[src/rtl/vga_timing_pkg.sv]
// Shared timing constants and helpers for the parametrised VGA timing generator.
package vga_timing_pkg;

  localparam int DEF_H_ACTIVE = 640;
  localparam int DEF_H_FP     = 16;
  localparam int DEF_H_SYNC   = 96;
  localparam int DEF_H_BP     = 48;
  localparam int DEF_V_ACTIVE = 480;
  localparam int DEF_V_FP     = 10;
  localparam int DEF_V_SYNC   = 2;
  localparam int DEF_V_BP     = 33;

  localparam bit POL_LOW  = 1'b0;
  localparam bit POL_HIGH = 1'b1;

  function automatic int axis_total(
    input int act,
    input int fp,
    input int sync,
    input int bp
  );
    return act + fp + sync + bp;
  endfunction

  function automatic bit in_window(
    input int v,
    input int lo,
    input int len
  );
    return (v >= lo) && (v < lo + len);
  endfunction

endpackage

[src/rtl/vga_axis_counter.sv]
// One-dimensional wrap counter with next-state phase decode;
// decodes look at the value the counter is about to hold.
module vga_axis_counter
  import vga_timing_pkg::*;
#(
  parameter int CNT_W      = 10,
  parameter int TOTAL      = 800,
  parameter int ACTIVE     = 640,
  parameter int SYNC_START = 656,
  parameter int SYNC_LEN   = 96
) (
  input  logic             clk,
  input  logic             reset,
  input  logic             adv,
  output logic [CNT_W-1:0] cnt,
  output logic             wrap,
  output logic             active_nxt,
  output logic             sync_nxt,
  output logic             blank_start_nxt
);

  localparam logic [CNT_W-1:0] LAST = CNT_W'(TOTAL - 1);
  localparam logic [CNT_W-1:0] BLANK_AT = CNT_W'(ACTIVE);

  logic [CNT_W-1:0] cnt_q;
  logic [CNT_W-1:0] cnt_d;

  always_comb begin
    wrap  = adv && (cnt_q == LAST);
    cnt_d = cnt_q;
    if (adv) begin
      cnt_d = wrap ? '0 : cnt_q + CNT_W'(1);
    end
    active_nxt      = in_window(int'(cnt_d), 0, ACTIVE);
    sync_nxt        = in_window(int'(cnt_d), SYNC_START, SYNC_LEN);
    blank_start_nxt = (cnt_d == BLANK_AT);
  end

  always_ff @(posedge clk) begin
    if (reset) begin
      cnt_q <= LAST;
    end else begin
      cnt_q <= cnt_d;
    end
  end

  assign cnt = cnt_q;

endmodule

[src/rtl/vga_timing_gen_param.sv]
// Parametrised VGA timing generator: counters, syncs, data enable,
// line/frame strobes and frame counter, all advancing on pix_ce.
module vga_timing_gen_param
  import vga_timing_pkg::*;
#(
  parameter int H_ACTIVE    = DEF_H_ACTIVE,
  parameter int H_FP        = DEF_H_FP,
  parameter int H_SYNC      = DEF_H_SYNC,
  parameter int H_BP        = DEF_H_BP,
  parameter int V_ACTIVE    = DEF_V_ACTIVE,
  parameter int V_FP        = DEF_V_FP,
  parameter int V_SYNC      = DEF_V_SYNC,
  parameter int V_BP        = DEF_V_BP,
  parameter bit HSYNC_POL   = POL_LOW,
  parameter bit VSYNC_POL   = POL_LOW,
  parameter int CNT_W       = 10,
  parameter int FRAME_CNT_W = 8
) (
  input  logic                   clk,
  input  logic                   reset,
  input  logic                   pix_ce,
  output logic [CNT_W-1:0]       col,
  output logic [CNT_W-1:0]       row,
  output logic                   hsync,
  output logic                   vsync,
  output logic                   data_enable,
  output logic                   line_pulse,
  output logic                   frame_pulse,
  output logic [FRAME_CNT_W-1:0] frame_count
);

  localparam int H_TOTAL = axis_total(H_ACTIVE, H_FP, H_SYNC, H_BP);
  localparam int V_TOTAL = axis_total(V_ACTIVE, V_FP, V_SYNC, V_BP);
  localparam int MAX_TOTAL = (H_TOTAL > V_TOTAL) ? H_TOTAL : V_TOTAL;

  if (H_ACTIVE <= 0 || H_FP <= 0 || H_SYNC <= 0 || H_BP <= 0 ||
      V_ACTIVE <= 0 || V_FP <= 0 || V_SYNC <= 0 || V_BP <= 0) begin : g_bad_timing
    $error("vga_timing_gen_param: timing parameters must be non-zero");
  end
  if (FRAME_CNT_W <= 0 || CNT_W <= 0 || $clog2(MAX_TOTAL) > CNT_W) begin : g_bad_width
    $error("vga_timing_gen_param: CNT_W too small for H_TOTAL/V_TOTAL");
  end

  logic h_wrap, h_act_n, h_sync_n, h_bs_n;
  logic v_wrap, v_act_n, v_sync_n, v_bs_n;

  vga_axis_counter #(
    .CNT_W      (CNT_W),
    .TOTAL      (H_TOTAL),
    .ACTIVE     (H_ACTIVE),
    .SYNC_START (H_ACTIVE + H_FP),
    .SYNC_LEN   (H_SYNC)
  ) u_h (
    .clk             (clk),
    .reset           (reset),
    .adv             (pix_ce),
    .cnt             (col),
    .wrap            (h_wrap),
    .active_nxt      (h_act_n),
    .sync_nxt        (h_sync_n),
    .blank_start_nxt (h_bs_n)
  );

  vga_axis_counter #(
    .CNT_W      (CNT_W),
    .TOTAL      (V_TOTAL),
    .ACTIVE     (V_ACTIVE),
    .SYNC_START (V_ACTIVE + V_FP),
    .SYNC_LEN   (V_SYNC)
  ) u_v (
    .clk             (clk),
    .reset           (reset),
    .adv             (h_wrap),
    .cnt             (row),
    .wrap            (v_wrap),
    .active_nxt      (v_act_n),
    .sync_nxt        (v_sync_n),
    .blank_start_nxt (v_bs_n)
  );

  logic                   hsync_q, hsync_d;
  logic                   vsync_q, vsync_d;
  logic                   de_q, de_d;
  logic                   line_pulse_q, line_pulse_d;
  logic                   frame_pulse_q, frame_pulse_d;
  logic [FRAME_CNT_W-1:0] frame_count_q, frame_count_d;

  // Next-state decodes keep the syncs aligned with the registered counters.
  always_comb begin
    hsync_d       = h_sync_n ? HSYNC_POL : ~HSYNC_POL;
    vsync_d       = v_sync_n ? VSYNC_POL : ~VSYNC_POL;
    de_d          = h_act_n & v_act_n;
    line_pulse_d  = pix_ce & h_bs_n;
    frame_pulse_d = h_wrap & v_bs_n;
    frame_count_d = frame_count_q;
    if (h_wrap && v_wrap) begin
      frame_count_d = frame_count_q + FRAME_CNT_W'(1);
    end
  end

  always_ff @(posedge clk) begin
    if (reset) begin
      hsync_q       <= ~HSYNC_POL;
      vsync_q       <= ~VSYNC_POL;
      de_q          <= 1'b0;
      line_pulse_q  <= 1'b0;
      frame_pulse_q <= 1'b0;
      frame_count_q <= '0;
    end else begin
      hsync_q       <= hsync_d;
      vsync_q       <= vsync_d;
      de_q          <= de_d;
      line_pulse_q  <= line_pulse_d;
      frame_pulse_q <= frame_pulse_d;
      frame_count_q <= frame_count_d;
    end
  end

  assign hsync       = hsync_q;
  assign vsync       = vsync_q;
  assign data_enable = de_q;
  assign line_pulse  = line_pulse_q;
  assign frame_pulse = frame_pulse_q;
  assign frame_count = frame_count_q;

endmodule

[config.mk]
export PLATFORM = sky130hd
export DESIGN_NAME = vga_timing_gen_param
export DESIGN_NICKNAME = d
export VERILOG_FILES = /design/src/rtl/vga_timing_pkg.sv /design/src/rtl/vga_axis_counter.sv /design/src/rtl/vga_timing_gen_param.sv
export SDC_FILE = /design/constraint.sdc
export NUM_CORES = 1
export LEC_CHECK = 0
export BUFFER_PORTS_ARGS = -buffer_cell sky130_fd_sc_hd__buf_4
export CAP_MARGIN = 20
export CORE_ASPECT_RATIO = 0.75
export CORE_MARGIN = 2
export CORE_UTILIZATION = 50
export DETAILED_ROUTE_END_ITERATION = 10
export PLACE_DENSITY = 0.85
export REMOVE_ABC_BUFFERS = 1
export SETUP_SLACK_MARGIN = 0.3
export SYNTH_ARGS = -nofsm -noshare
export SYNTH_HDL_FRONTEND = slang
export SYNTH_HIERARCHICAL = 1
export SYNTH_SLANG_ARGS = --single-unit
[constraint.sdc]
create_clock -name clk -period 5.45 [get_ports clk]
set_input_delay 0.545 -clock clk [delete_from_list [all_inputs] [get_ports clk]]
set_output_delay 0.545 -clock clk [all_outputs]
set_load 0.02 [all_outputs]
==> results.md, run 1 <==
* Status: finished clean
* R2R setup slack at around 2.1 ns
* Layout filler cell count at 343
* Library cells used by synthesis at 58
* Worst hold endpoint: frame_count[7]
* Asr flop ratio synth at 0%
* Kind of critical path: register to register
* Num ports at 36
* CTS root buf: clkbuf_8
* Fmax at 0.301 GHz
* Post-layout min period at 3.32 ns
* #FFs+latches synth at 33
* Routed Antenna Nets at 0
* CTS hold repair buffers at 0
* CP arrival at 3.54 ns
* Worst R2R Path Depth at 9
* Fin cells at between 300 and 400
* Final TNS setup at 0 ns
* Reg2reg end: frame_count[7]
* Hold path cells at 2
* EDFF count, synth at 0
* Worst-path cell chain: ha_1 -> and4bb_2 -> and3_1 -> buf_4 -> and3_1 -> and3_1 -> nand4_2 -> or4_1 -> a21oi_1
* CP top delay family: simple AND/OR/NAND/NOR gates
* Max-slew headroom at approximately 70%
* Yosys top cell by area: dfxtp_1
* CP max stage delay at between 0.5 and 0.6 ns
* Setup crit end kind: register
* Place WS at 2.18 ns
* RSZ-0062 raised after global routing: no
* Pin count of the biggest net entering global routing at 34
* Clk_skew at about 0.0065 ns
* Worst VDD drop at 196 uV
* Total GRT Usage at 20.4%
* Drt wl/cell at 14.3 um
* Synth-to-layout area growth at 16.2%
* HP Start: frame_count[7]
* 1st-iter DRT viols at 148
* DP Wirelength at roughly 3.1 mm
* Final period util at between 60% and 70%
* Routed vias at approximately 1900
* Max-slew violation count at 0
* Worst-Margin Slew at roughly 0.47 ns
* Row count at 20
* Drt drc at 0
* Initial antenna violation count at 0
* Die Ht at 59.2 um
* Reg area at 661 um2
* GPL Wtd Cong at 0.812
* CP most frequent cell: and3_1
* Startpoint types: register
* Layout net count at 275
* Post-cts resize count at 0
* Yosys top cell area share at 32.5%
* Die Wd at 77.6 um
* Inst Count DP at 316
* Mapped cell area at 2030 um2
* Critical path required time at 5.67 ns
* Final hold vios at 0
* CP max-delay cell: dfxtp_1
* WL final at roughly 4.6 mm
* Post-route setup slack at 2.13 ns
* Avg Vias per Cell at approximately 6
* Ys flop type: dfxtp_1
* Drt pass-1 iters at 4
* Bufs and invs on worst path at 1
* H-Tree Depth at 2
* Multi-input logic area at 1220 um2
* Worst r2r src: u_h/cnt[0]
* Worst-path clk slew at 0.07 ns
* Final Setup Violations at 0
* Min-delay worst type: register to register
* Initial core utilization at 51.1%
* Core Footprint at 3980 um2
* Cells after Synth at approximately 250
* Vias in the first global route at 1630
* Antenna cells at 0
* Synth cell count leaders: 33 x dfxtp_1, 16 x nor2_1, 15 x nand2_1
* CTS Sinks at 33
* Worst Path Max Fanout at 29
* GRT overflow at 0
* Clk buf depth at 2
* Post-CTS Setup Bufs at 0
* Die footprint at 4600 um2
* Clock buffer count from CTS at 5
* P_leak at 0.902 nW
* Warnings, synthesis at 6
* First-pass GRT wire length at 7.49 mm
* Max_cap viols at 0
* Worst skew pair latency at 0.28 ns
* Synthesized area per cell at 8.30 um2
* CTS tree: built
* Power Density at 418 nW/um2
* Register area share after synthesis at 32.5%
* Top cells by area, synth: dfxtp_1 32%, nand4_1 4.3%, xnor2_1 3.9%
* IO buf count at 35
* Layout cells sized above 1 at between 10% and 20%
* Top-count cell post-synth: dfxtp_1
-- through the flow --
step	hold WS (ns)	util, %	power [W]	cell area, um2
after CTS	0.505	59.4	0.000984	2360
after global routing	0.521	59.4	0.00104	2360
after floorplan	0.545	-	0.000615	1910
after detailed placement	0.495	56.5	0.000742	2250
after global placement	0.468	56.5	0.000730	2250
final	0.499	59.4	0.000988	2360
-- routing by layer --
| metal | GRT usage [%] | up-vias | routed length, um | share of wire [%] |
|---|---|---|---|---|
| met5 | 0 | - | 0 | 0 |
| met1 | 29.2 | 900 | 2200 | 47 |
| met2 | 30.4 | 70 | 2110 | 46 |
| met4 | 8.16 | 0 | 32 | 0.69 |
| met3 | 4.12 | 4 | 292 | 6.3 |
| li1 | - | 930 | - | - |
-- layout make-up --
type	count	area share [%]
flip-flops and latches	33	28.0
repair buffers	36	11.4
multi-input cells	186	51.8
inverters	6	0.953
clock inverters	1	1.27
clock buffers	7	3.65
well taps	55	2.91
-- how the worst max path moves through the flow --
| stage | startpoint | to | slack (ns) | cells past startpoint |
|---|---|---|---|---|
| final | u_h/cnt[0] | frame_count[7] | 2.13 | 9 |
| after global routing | u_h/cnt[0] | frame_count[7] | 1.86 | 9 |
| after CTS | u_h/cnt[0] | frame_count[7] | 2.17 | 9 |
| after detailed placement | u_h/cnt[0] | frame_count[7] | 2.18 | 9 |
| after global placement | u_h/cnt[0] | frame_count[7] | 2.33 | 9 |
| after floorplan | u_h/cnt[0] | frame_count[7] | 2.14 | 8 |
-- registers in the layout, summed over array words and instances (netlist names) --
signal	count
u_v/cnt	10
frame_pulse	1
vsync	1
frame_count	8
line_pulse	1
data_enable	1
hsync	1
u_h/cnt	10
-- worst reg2reg max path: cells and delay by family, from the launching register on --
kind | cells | cell delay (ns)
buf+inv | 1 | 0.27
flops | 1 | 0.56
fa+ha+maj | 1 | 0.45
simple gates | 6 | 1.83
compound gates | 1 | 0.15
-- kinds of logic (layout without fill, tap and decap cells) --
group / count (synthesis) / in the layout / share of synthesized area, %
AND/OR/NAND/NOR: 109 / 109 / 31.3
XOR/XNOR: 18 / 18 / 7.75
multiplexers: 2 / 2 / 0.985
buffers and inverters: 26 / 50 / 7.26
AO/OA/AOI/OAI: 53 / 53 / 17.8
flip-flops: 33 / 33 / 32.5
adder cells (fa/ha/maj): 4 / 4 / 2.46
-- power by group --
part	internal, W	total, W	switching (W)
Combinational	0.000168	0.000386	0.000218
Clock	0.000149	0.000241	0.0000916
Sequential	0.000276	0.000361	0.0000852
Total	0.000593	0.000988	0.000395
-- cells in the final DEF (no fill, tap or decap), types with 6 or more instances in the layout --
cell       n
a21oi_1   13
and3_1     6
buf_4     36
clkbuf_8   6
dfxtp_1   33
inv_1      6
nand2_1   15
nand2b_1  11
nand3_1    9
nand4_1   14
nor2_1    16
nor2b_1    6
nor3_1    10
o21ai_0   10
xnor2_1    9
xor2_1     9
Note: power is estimated with default switching activity, not from simulation.
==> run 2: changes to the inputs <==
--- a/config.mk
+++ b/config.mk
@@ -11,7 +11,7 @@
 export CORE_MARGIN = 2
 export CORE_UTILIZATION = 50
 export DETAILED_ROUTE_END_ITERATION = 10
-export PLACE_DENSITY = 0.85
+export PLACE_DENSITY = 0.87
 export REMOVE_ABC_BUFFERS = 1
 export SETUP_SLACK_MARGIN = 0.3
 export SYNTH_ARGS = -nofsm -noshare
==> constraint.sdc (replaced) <==
create_clock -name clk -period 2.8 [get_ports clk]
set_input_delay 0.28 -clock clk [delete_from_list [all_inputs] [get_ports clk]]
set_output_delay 0.28 -clock clk [all_outputs]
set_load 0.02 [all_outputs]
==> results.md, run 2 (same netlist as run 1, synthesis figures left out) <==
* Status: finished clean
* Routed Antenna Nets at 0 (unchanged)
* Drt drc at 0 (unchanged)
* Kind of critical path: register to register
* Commonest non-fill, non-tap cell in the layout: buf_4
* Die Wd at 77.6 um (unchanged)
* Max_cap viols at 0 (unchanged)
* Avg Vias per Cell at 5.84 (-0.62%)
* CTS root buf: clkbuf_8
* CP top delay family: simple AND/OR/NAND/NOR gates
* Vias in the first global route at 1639 (+0.55%)
* Hold path cells at 3 (+1)
* Layout cells sized above 1 at 24.3% (+4.6 points)
* Drt pass-1 iters at 5 (+1)
* Startpoint types: register
* 1st-iter DRT viols at 190 (+28%)
* RSZ-0062 raised after global routing: no
* Final hold vios at 0 (unchanged)
* CTS tree: built
* Synth-to-layout area growth at 18.7%
* CP max-delay cell: dfxtp_1
* Min-delay worst type: primary input to register
* Levels on crit path at 10 (+1)
* Worst VDD drop at 608 uV (+210%)
* CTS Sinks at 33 (unchanged)
* Place WS at 0.380 ns (-1.80 ns)
* CP max stage delay at 0.35 ns (-0.21 ns)
* Post-layout min period at 2.42 ns (-0.908 ns)
* Die Ht at 59.2 um (unchanged)
* Max-slew headroom at 71.6% (+2.6 points)
* CP arrival at 2.59 ns (-0.95 ns)
* Worst R2R Path Depth at 10 (+1)
* Setup crit end kind: register
* Clk_skew at 0.00332 ns (-0.00319 ns)
* Pin count of the biggest net entering global routing at 34 (unchanged)
* Die footprint at 4600 um2 (unchanged)
* GPL Wtd Cong at 0.848 (+4.4%)
* Total GRT Usage at 21.8% (+1.3 points)
* Worst skew pair latency at 0.28 ns (about the same)
* Worst-path cell chain: ha_1 -> and4bb_2 -> and3_1 -> buf_6 -> and4_4 -> nand4_1 -> o211ai_1 -> nand4_1 -> nor3_1 -> nand2b_1
* Worst-Margin Slew at 0.426 ns (-0.0394 ns)
* Worst-path clk slew at 0.07 ns (about the same)
* Bufs and invs on worst path at 1 (unchanged)
* Met2 Usage GRT at 33.4% (+3.0 points)
* Clk buf depth at 2 (unchanged)
* WL final at 4.89 mm (+5.7%)
* H-Tree Depth at 2 (unchanged)
* Power Density at 793 nW/um2 (+90%)
* Final TNS setup at 0 ns (unchanged)
* Clock buffer count from CTS at 5 (unchanged)
* CP most frequent cell: nand4_1
* Grt met3 use at 3.96% (-0.15 points)
* Layout net count at 282 (+2.5%)
* Hold slack at 0.312 ns (-0.188 ns)
* Worst Path Max Fanout at 14 (-52%)
* Drt wl/cell at 14.8 um (+3.5%)
* Critical path required time at 2.97 ns (-2.70 ns)
* Most frequent cells in the layout: 42 x buf_4, 28 x dfxtp_1, 16 x nor2_1, 15 x nand2_1, 14 x nand4_1
* Initial core utilization at 51.1% (unchanged)
* Routed vias at 1933 (+1.5%)
* GR Util met1 at 30.7% (+1.5 points)
* Inst Count DP at 322 (+1.9%)
* First-pass GRT wire length at 7.86 mm (+4.9%)
* DP Wirelength at 3.32 mm (+5.9%)
* Final period util at 86.3% (+25 points)
* Row count at 20 (unchanged)
* Layout Utilization at 60.7% (+1.3 points)
* P_leak at 0.934 nW (+3.6%)
* Fin cells at 331 (+2.2%)
* CTS hold repair buffers at 0 (unchanged)
* Final Setup Violations at 0 (unchanged)
* Post-route setup slack at 0.384 ns (-1.74 ns)
* GRT overflow at 0 (unchanged)
* Num ports at 36 (unchanged)
* Most heavily used metal layer in global routing: met2
* Initial antenna violation count at 0 (unchanged)
* Antenna cells at 0 (unchanged)
* Max-slew violation count at 0 (unchanged)
* Core Footprint at 3980 um2 (unchanged)
* IO buf count at 35 (unchanged)
* Fmax at 0.414 GHz (+38%)
==> run 2: routing by layer <==
layer | wire, um | part of all wire (%)
met5 | 0 | 0
met4 | 68 | 1.4
met3 | 382 | 7.8
met2 | 2270 | 46
met1 | 2170 | 44
==> run 2: report_power, final <==
part	total (W)	switching (W)	leakage (nW)	internal (W)
logic	0.000826	0.000461	0.612	0.000365
registers	0.000686	0.000142	0.267	0.000544
clock network	0.000401	0.000179	0.0542	0.000222
total	0.00191	0.000782	0.934	0.00113
==> run 2: path summary, 6_finish.rpt <==
check | start | to | slack [ns]
max reg2reg | u_h/cnt[1] | vsync | 0.38
min | pix_ce | line_pulse | 0.31
min reg2reg | frame_count[7] | frame_count[7] | 0.49
max | u_h/cnt[1] | vsync | 0.38
==> run 2: worst min-delay path, cell delays in order <==
cell	delay, ns
buf_4	0.15
nand2_1	0.08
nor2_1	0.04
==> run 2: per-stage QoR <==
| step | instance area [um2] | total power, W |
|---|---|---|
| 2_1_floorplan | 1910 | 0.00120 |
| 3_3_place_gp | 2290 | 0.00146 |
| 3_5_place_dp | 2290 | 0.00149 |
| 4_1_cts | 2390 | 0.00190 |
| 5_1_grt | 2410 | 0.00203 |
| 6_report | 2410 | 0.00191 |
==> run 2: repair_timing <==
action | 4_1_cts | 5_1_grt
gates resized for setup | 0 | 7
endpoints found under the setup margin | 0 | 7
setup buffers | 0 | 1
endpoints found under the hold margin | 0 | 0
==> run 2: cell type report <==
type                    instances  area (um2)
clock inverters                 1        5.00
repair buffers                 43         327
flip-flops and latches         33         667
fillers                       347        1570
multi-input cells             186        1230
well taps                      55        68.8
inverters                       6        22.5
clock buffers                   7        96.3
==> run 3: changes to the inputs <==
--- a/config.mk
+++ b/config.mk
@@ -12,6 +12,7 @@
 export CORE_UTILIZATION = 50
 export DETAILED_ROUTE_END_ITERATION = 10
 export PLACE_DENSITY = 0.87
+export RECOVER_POWER = 100
 export REMOVE_ABC_BUFFERS = 1
 export SETUP_SLACK_MARGIN = 0.3
 export SYNTH_ARGS = -nofsm -noshare
==> results.md, run 3 (same netlist as run 1, synthesis figures left out) <==
* Status: finished clean
* Worst skew pair latency at 0.28 ns (about the same)
* Max-slew headroom at 65.7% (-5.8 points)
* CTS root buf: clkbuf_8
* Vias in the first global route at 1639 (unchanged)
* CTS hold repair buffers at 0 (unchanged)
* Post-layout min period at 2.51 ns (+0.0895 ns)
* 1st-iter DRT viols at 131 (-31%)
* Routed Antenna Nets at 0 (unchanged)
* WL final at 4.88 mm (-0.25%)
* Final TNS setup at 0 ns (unchanged)
* Avg Vias per Cell at 5.85 (+0.10%)
* Sw power at 0.000772 W (-1.4%)
* Switching Share at 41.7% (+0.80 points)
* Register share of total power at 36.6% (+0.7 points)
* Min-delay worst type: primary input to register
* CP max-delay cell: dfxtp_1
* Startpoint types: register
* Worst r2r src: u_h/cnt[3]
* Most frequent cells in the layout: 33 x dfxtp_1, 30 x clkbuf_1, 16 x nor2_1, 15 x nand2_1, 15 x nand4_1
* Kind of critical path: register to register
* Final Setup Violations at 0 (unchanged)
* Place WS at 0.380 ns (unchanged)
* CP max stage delay at 0.52 ns (+0.17 ns)
* Antenna cells at 0 (unchanged)
* H-Tree Depth at 2 (unchanged)
* Die footprint at 4600 um2 (unchanged)
* GRT overflow at 0 (unchanged)
* Fin cells at 331 (unchanged)
* Clock buffer count from CTS at 5 (unchanged)
* Combinational Power Share at 41.8% (-1.4 points)
* Bufs and invs on worst path at 1 (unchanged)
* CP most frequent cell: nand4_1
* Commonest non-fill, non-tap cell in the layout: dfxtp_1
* Inst Count DP at 322 (unchanged)
* Fmax at 0.399 GHz (-3.6%)
* Synth-to-layout area growth at 11.9%
* Layout cells sized above 1 at 10.1% (-14 points)
* CP arrival at 2.68 ns (+0.09 ns)
* Total GRT Usage at 21.8% (unchanged)
* Die Wd at 77.6 um (unchanged)
* Post-route setup slack at 0.294 ns (-0.0895 ns)
* Drt pass-1 iters at 5 (unchanged)
* Worst VDD drop at 604 uV (-0.58%)
* Critical path required time at 2.97 ns (about the same)
* Worst-Margin Slew at 0.514 ns (+0.0879 ns)
* P_leak at 0.807 nW (-14%)
* CTS tree: built
* Layout filler cell count at 389 (+12%)
* First-pass GRT wire length at 7.86 mm (unchanged)
* Clk buf depth at 2 (unchanged)
* CTS Sinks at 33 (unchanged)
* Drt wl/cell at 14.7 um (-0.25%)
* Worst Path Max Fanout at 14 (unchanged)
* Drt drc at 0 (unchanged)
* HP Start: pix_ce
* Num ports at 36 (unchanged)
* Crit. Startpoint: u_h/cnt[3]
* Layout net count at 282 (unchanged)
* R2R setup slack at 0.29 ns (-0.09 ns)
* Max_cap viols at 0 (unchanged)
* Core Footprint at 3980 um2 (unchanged)
* Final hold vios at 0 (unchanged)
* Power Density at 814 nW/um2 (+2.6%)
* Worst-path cell chain: and4_4 -> and3_1 -> buf_6 -> and4_1 -> nand4_1 -> o211ai_1 -> nand4_1 -> nor3_1 -> nand2b_1
* DP Wirelength at 3.32 mm (unchanged)
* Pin count of the biggest net entering global routing at 34 (unchanged)
* Clock network fraction of design power at 21.6% (+0.6 points)
* GPL Wtd Cong at 0.848 (unchanged)
* Final period util at 89.5% (+3.2 points)
* Routed vias at 1935 (+0.10%)
* Max-slew violation count at 0 (unchanged)
* Row count at 20 (unchanged)
* Setup crit end kind: register
* Die Ht at 59.2 um (unchanged)
* Cell internal pwr at 0.00108 W (-4.6%)
* IO buf count at 35 (unchanged)
* Initial core utilization at 51.1% (unchanged)
* CP top delay family: simple AND/OR/NAND/NOR gates
* RSZ-0062 raised after global routing: no
* Worst-path clk slew at 0.07 ns (about the same)
* Initial antenna violation count at 0 (unchanged)
* Clk_skew at 0.00208 ns (-0.00123 ns)
run 3: per-stage QoR:
stage	power, W	hold WS (ns)	utilization, %	instance area (um2)
after global placement	0.00146	0.463	57.6	2290
after detailed placement	0.00149	0.472	57.6	2290
final	0.00185	0.312	57.2	2270
after global routing	0.00197	0.318	57.2	2270
after CTS	0.00190	0.307	60.2	2390
after floorplan	0.00120	0.349	-	1910
run 3: area by class of cell:
type | count | area (um2) | share of cell area, %
Timing Repair Buffer | 43 | 214 | 9.41
Sequential cell | 33 | 661 | 29.0
Clock inverter | 1 | 5.00 | 0.220
Multi-Input combinational cell | 186 | 1210 | 53.1
Clock buffer | 7 | 96.3 | 4.24
Inverter | 6 | 22.5 | 0.990
Tap cell | 55 | 68.8 | 3.03
run 3: power groups by stage:
| stage | Clock, W | Combinational [W] | Sequential, W |
|---|---|---|---|
| 2_1_floorplan | 0 | 0.000443 | 0.000754 |
| 4_1_cts | 0.000411 | 0.000809 | 0.000676 |
| 3_3_place_gp | 0 | 0.000787 | 0.000676 |
| 6_report | 0.000400 | 0.000773 | 0.000678 |
| 3_5_place_dp | 0 | 0.000803 | 0.000685 |
| 5_1_grt | 0.000433 | 0.000837 | 0.000698 |
run 3: repair_timing:
item                                    in CTS  in global routing
gates resized for setup                      0                  7
buffers inserted                             0                  1
endpoints found under the setup margin       0                  7
run 3: path summary, 6_finish.rpt:
path / end / cells after the start
min: line_pulse / 3
max: vsync / 9
max reg2reg: vsync / 9
min reg2reg: frame_count[7] / 2
run 3: routing by layer:
| metal | share of wire, % | global-route usage, % | vias to the layer above |
|---|---|---|---|
| li1 | - | - | 943 |
| met1 | 45 | 30.7 | 901 |
| met2 | 46 | 33.4 | 79 |
| met3 | 7.3 | 3.96 | 12 |
| met4 | 1.6 | 8.42 | 0 |
| met5 | 0 | 0 | - |
run 3: worst min-delay path, stage by stage:
cell and delay [ns]:
buf_4 0.15, nand2_1 0.08, nor2_1 0.04
